==> config.mk <==
export PLATFORM = sky130hd
export DESIGN_NAME = network_rbfu_in_pipe
export DESIGN_NICKNAME = d
export VERILOG_FILES = /design/src/rtl/network_rbfu_in_pipe_pkg.sv /design/src/rtl/network_rbfu_in_pipe_lane_xbar.sv /design/src/rtl/network_rbfu_in_pipe.sv
export SDC_FILE = /design/constraint.sdc
export NUM_CORES = 1
export LEC_CHECK = 0
export ABC_CLOCK_PERIOD_IN_PS = 3480
export CAP_MARGIN = 20
export CORE_UTILIZATION = 40
export CTS_BUF_LIST = sky130_fd_sc_hd__clkbuf_4 sky130_fd_sc_hd__clkbuf_8
export CTS_CLUSTER_DIAMETER = 30
export DETAILED_ROUTE_END_ITERATION = 12
export PLACE_DENSITY = 0.6
export SYNTH_ARGS = -nofsm -noshare
export SYNTH_HDL_FRONTEND = slang
export SYNTH_SLANG_ARGS = --single-unit
==> constraint.sdc <==
create_clock -name clk -period 3.48 [get_ports clk]
set_input_delay 0.348 -clock clk [delete_from_list [all_inputs] [get_ports clk]]
set_output_delay 0.348 -clock clk [all_outputs]
set_load 0.01 [all_outputs]
==> src/rtl/network_rbfu_in_pipe_pkg.sv <==
// Shared definitions for the bank-to-RBFU input network: routing modes and default sizing.
package network_rbfu_in_pipe_pkg;

  typedef enum logic [1:0] {
    MODE_SCATTER = 2'b00,
    MODE_GATHER  = 2'b01,
    MODE_BYPASS  = 2'b10,
    MODE_RSVD    = 2'b11
  } mode_e;

  localparam int DEF_N_LANES     = 4;
  localparam int DEF_DATA_WIDTH  = 12;
  localparam int DEF_PIPE_STAGES = 2;

endpackage

==> src/rtl/network_rbfu_in_pipe_lane_xbar.sv <==
// Combinational lane crossbar: routes N words by per-lane selects under SCATTER/GATHER/BYPASS,
// flagging SCATTER beats whose selects collide on a destination lane.
module network_rbfu_in_pipe_lane_xbar
  import network_rbfu_in_pipe_pkg::*;
#(
  parameter int N    = 4,
  parameter int W    = 12,
  parameter int SELW = 2
) (
  input  logic [1:0]        mode,
  input  logic [N*SELW-1:0] sel_bus,
  input  logic [N*W-1:0]    q_bus,
  output logic [N*W-1:0]    out_bus,
  output logic              dup
);

  logic [SELW-1:0] sel_a [N];
  logic [W-1:0]    q_a   [N];
  logic [W-1:0]    out_a [N];
  logic [N-1:0]    claimed;
  mode_e           mode_s;

  assign mode_s = mode_e'(mode);

  genvar g;
  generate
    for (g = 0; g < N; g++) begin : g_lane
      assign sel_a[g]            = sel_bus[g*SELW +: SELW];
      assign q_a[g]              = q_bus[g*W +: W];
      assign out_bus[g*W +: W]   = out_a[g];
    end
  endgenerate

  // Scanning sources upward and skipping already-claimed lanes makes the lowest source win.
  always_comb begin
    claimed = '0;
    dup     = 1'b0;
    for (int i = 0; i < N; i++) out_a[i] = '0;
    case (mode_s)
      MODE_SCATTER: begin
        for (int i = 0; i < N; i++) begin
          if (claimed[sel_a[i]]) begin
            dup = 1'b1;
          end else begin
            claimed[sel_a[i]] = 1'b1;
            out_a[sel_a[i]]   = q_a[i];
          end
        end
      end
      MODE_GATHER: begin
        for (int i = 0; i < N; i++) out_a[i] = q_a[sel_a[i]];
      end
      default: begin
        for (int i = 0; i < N; i++) out_a[i] = q_a[i];
      end
    endcase
  end

endmodule

==> src/rtl/network_rbfu_in_pipe.sv <==
// Elastic bank-to-RBFU input network: lane permutation registered in stage 1, then pure delay,
// under a global-stall valid/ready pipeline with a sticky SCATTER collision flag.
module network_rbfu_in_pipe
  import network_rbfu_in_pipe_pkg::*;
#(
  parameter int N_LANES     = DEF_N_LANES,
  parameter int DATA_WIDTH  = DEF_DATA_WIDTH,
  parameter int SELW        = $clog2(N_LANES),
  parameter int PIPE_STAGES = DEF_PIPE_STAGES
) (
  input  logic                          clk,
  input  logic                          rst,
  input  logic                          in_valid,
  output logic                          in_ready,
  input  logic [1:0]                    mode,
  input  logic [N_LANES*SELW-1:0]       sel_bus,
  input  logic [N_LANES*DATA_WIDTH-1:0] q_bus,
  output logic                          out_valid,
  input  logic                          out_ready,
  output logic [N_LANES*DATA_WIDTH-1:0] rbfu_bus,
  output logic                          perm_err,
  input  logic                          err_clr
);

  localparam int BUSW = N_LANES * DATA_WIDTH;

  logic [BUSW-1:0]        xbar_s;
  logic                   dup_s;
  logic                   advance_s;
  logic                   accept_s;
  logic [BUSW-1:0]        data_q [PIPE_STAGES];
  logic [BUSW-1:0]        data_d [PIPE_STAGES];
  logic [PIPE_STAGES-1:0] valid_q;
  logic [PIPE_STAGES-1:0] valid_d;
  logic                   perm_err_q;
  logic                   perm_err_d;

  network_rbfu_in_pipe_lane_xbar #(
    .N    (N_LANES),
    .W    (DATA_WIDTH),
    .SELW (SELW)
  ) u_xbar (
    .mode    (mode),
    .sel_bus (sel_bus),
    .q_bus   (q_bus),
    .out_bus (xbar_s),
    .dup     (dup_s)
  );

  // in_ready is forced low while reset is sampled so nothing is accepted into a flushing pipe.
  assign advance_s = out_ready || !valid_q[PIPE_STAGES-1];
  assign in_ready  = advance_s && rst;
  assign accept_s  = in_valid && in_ready;

  // Data registers only load real beats; bubbles leave stale words untouched.
  always_comb begin
    valid_d = valid_q;
    data_d  = data_q;
    if (advance_s) begin
      valid_d[0] = accept_s;
      data_d[0]  = accept_s ? xbar_s : data_q[0];
      for (int k = 1; k < PIPE_STAGES; k++) begin
        valid_d[k] = valid_q[k-1];
        data_d[k]  = valid_q[k-1] ? data_q[k-1] : data_q[k];
      end
    end else begin
      valid_d = valid_q;
    end
    if (accept_s && dup_s) begin
      perm_err_d = 1'b1;
    end else if (err_clr) begin
      perm_err_d = 1'b0;
    end else begin
      perm_err_d = perm_err_q;
    end
  end

  always_ff @(posedge clk) begin
    if (!rst) begin
      valid_q    <= '0;
      perm_err_q <= 1'b0;
      for (int k = 0; k < PIPE_STAGES; k++) data_q[k] <= '0;
    end else begin
      valid_q    <= valid_d;
      perm_err_q <= perm_err_d;
      for (int k = 0; k < PIPE_STAGES; k++) data_q[k] <= data_d[k];
    end
  end

  assign out_valid = valid_q[PIPE_STAGES-1];
  assign rbfu_bus  = data_q[PIPE_STAGES-1];
  assign perm_err  = perm_err_q;

endmodule
==> results.yml <==
power_and_ir_drop:
  ir_worst_vdd_mv: 0.219
  leakage_nw: 2.82
  powerDensity_nw_per_um2: 345
synth:
  synth-warning-count: 0
  synth_edf_count: 0
  synthTopCellsByCount: "nand2_1, dfxtp_1, a221oi_1, buf_4, clkbuf_1"
  yosys-top-cells-area: "dfxtp_1, a221oi_1, buf_4, nand2_1, a21boi_0"
  yosysTopAreaCellShare: 0.269
  synth_top_cell_by_area: "dfxtp_1"
  yosysSeqAreaShare: 0.269
  ys_ff_latch: 99
  synth_fp_nets: 944
  synthArstFlopShare: 0
  synth.cell_area_um2: 7370
  avgSynthCellArea_um2: 8.37
  synthCells: 881
  ys.flop_type: "dfxtp_1"
  synth_cell_types: 52
  yosysMostFrequentCell: "nand2_1"
global_route:
  grt_remaining_overflow: 0
  antenna_found_initial: 0
  track_usage: 0.270
  first_global_vias: 6711
  grt_max_degree: 95
  grt_pass1_wl_um: 39200
floorplanning:
  die_x_um: 138
  die_h_um: 138
  start_util: 0.409
  core-area_um2: 18000
  dieArea_um2: 19000
  rows: 49
  io_pins: 114
routing:
  ant_nets: 0
  viasPerCell: 6.61
  vias: 7326
  firstDrtPassIters: 7
  drc: 0
  routed_wl_um: 25500
  wire_per_inst_um: 23.0
  drt_iter0_drc: 854
clock_tree:
  cts_root_buf: "clkbuf_8"
  worstSkewPairLatency_ns: 0.39
  postCtsHoldBufs: 0
  post_cts_buffers: 0
  cts.sinks: 99
  clockBufferDepth: 2
  cts_tree: "done"
  cts_buffers: 9
  ctsResizeCount: 0
  cts_htree_levels: 3
  path_clk_slew_ns: 0.09
placed_design:
  gp_congestion: 0.955
  hpwlAfterDp_um: 17700
  dpl_worst_slack_ns: 0.801
  io_buffers: 113
final_layout:
  drive_above_1_share: 0.114
  diodes: 0
  syn_to_final_growth_pct: 12.4
  fin_nets: 937
worst_setup_path:
  crit_chain: "clkdlybuf4s50_1, nor2b_2, and2_1, a222oi_1, o221ai_1"
  max_stage_delay_ns: 0.70
  critPathTopFamily: "simple AND/OR/NAND/NOR gates"
  start_kind: "primary input"
  critPathSlowestCell: "nor2b_2"
  required_ns: 3.78
  crit_type: "primary input to register"
  critPathBufInv: 1
  path_max_fanout: 15
  end_kind: "register"
  critPathArrivalTime_ns: 2.70
sta:
  clock_skew_ns: 0.0134
  rsz0062_at_grt: "false"
  setup_slack_ns: 1.07
  finalCriticalPeriod_ns: 2.41
  max_freq_mhz: 416
  setup_tns_ns: 0
  maxSlewHeadroom: 0.321
  finalSetupViolations: 0
  min_period_over_period: 0.691
  worst_pin_slew_ns: 1.02
  final_max_slew_viol_count: 0
  hold_viol: 0
worst_hold_path:
  hp-class: "primary input to register"
run_status:
  status: "complete, no violations"
run:
  maxCapViolCount: 0
[cell families (layout without fill, tap and decap cells)]
family	after synthesis	count (layout)	share of synthesized area
AO/OA/AOI/OAI	327	327	0.353
AND/OR/NAND/NOR	213	213	0.153
buffers and inverters	182	180	0.138
flip-flops	99	99	0.269
multiplexers	48	48	0.0720
XOR/XNOR	12	12	0.0143
[registers in the layout, indices dropped and copies added (netlist names)]
name / cells
data_q: 48
perm_err: 1
rbfu_bus: 48
valid_q: 2
[per-layer routing]
metal	track usage	part of all wire	up-vias
met2	0.407	0.44	481
met5	0	0	-
met1	0.371	0.43	3452
li1	-	-	3310
met3	0.0475	0.092	83
met4	0.129	0.037	0
[cells in the final DEF, fill, tap and decap left out, drive strengths merged, types with 5 or more instances in the layout]
cell / netlist / routed
a22o: 14 / 14
dfxtp: 99 / 99
nor2b: 5 / 5
a21boi: 49 / 49
a222oi: 15 / 15
nand3b: 24 / 24
o221ai: 15 / 15
nor2: 6 / 6
buf: 107 / 38
a221oi: 80 / 80
mux2: 24 / 24
a21oi: 33 / 33
and2: 6 / 6
o22ai: 38 / 38
nand2b: 6 / 6
mux2i: 23 / 23
xor2: 12 / 12
clkbuf: 59 / 14
nand2: 109 / 109
nor3b: 13 / 13
clkdlybuf4s50: 0 / 110
inv: 16 / 16
nand3: 29 / 29
o31ai: 36 / 36
o2bb2ai: 28 / 28
a31o: 12 / 12
[final timing paths]
path / endpoint / slack (ns) / start / cells past startpoint
setup / recovery: data_q[57] / 1.07 / mode[0] / 5
hold reg to reg: rbfu_bus[3] / 0.46 / rbfu_bus[3] / 2
hold / removal: rbfu_bus[3] / 0.31 / rst / 2
setup reg to reg: data_q[57] / 1.64 / valid_q[1] / 5
[cell type report]
class / instances / area [um2]
Clock inverter: 2 / 17.5
Tap cell: 229 / 287
Fill cell: 1854 / 9740
Inverter: 16 / 60.1
Sequential cell: 99 / 1980
Timing Repair Buffer: 148 / 1380
Clock buffer: 14 / 186
Multi-Input combinational cell: 600 / 4380
[through the flow]
stage / total power [mW] / std cells / area [um2] / utilization / hold WS, ns
after floorplan: 1.82 / 881 / 7370 / - / 0.441
after CTS: 2.86 / 1107 / 8280 / 0.459 / 0.291
after global routing: 2.99 / 1108 / 8290 / 0.460 / 0.301
after global placement: 2.09 / 1091 / 8080 / 0.448 / 0.450
final: 2.86 / 1108 / 8290 / 0.460 / 0.311
after detailed placement: 2.09 / 1091 / 8080 / 0.448 / 0.457
[report_power, final]
group | total [mW] | switching [mW] | internal, mW | leakage [nW]
logic | 0.807 | 0.461 | 0.346 | 1.90
clock network | 0.769 | 0.419 | 0.350 | 0.106
registers | 1.28 | 0.0632 | 1.22 | 0.814
No activity file was read; power rests on OpenSTA's default activity.
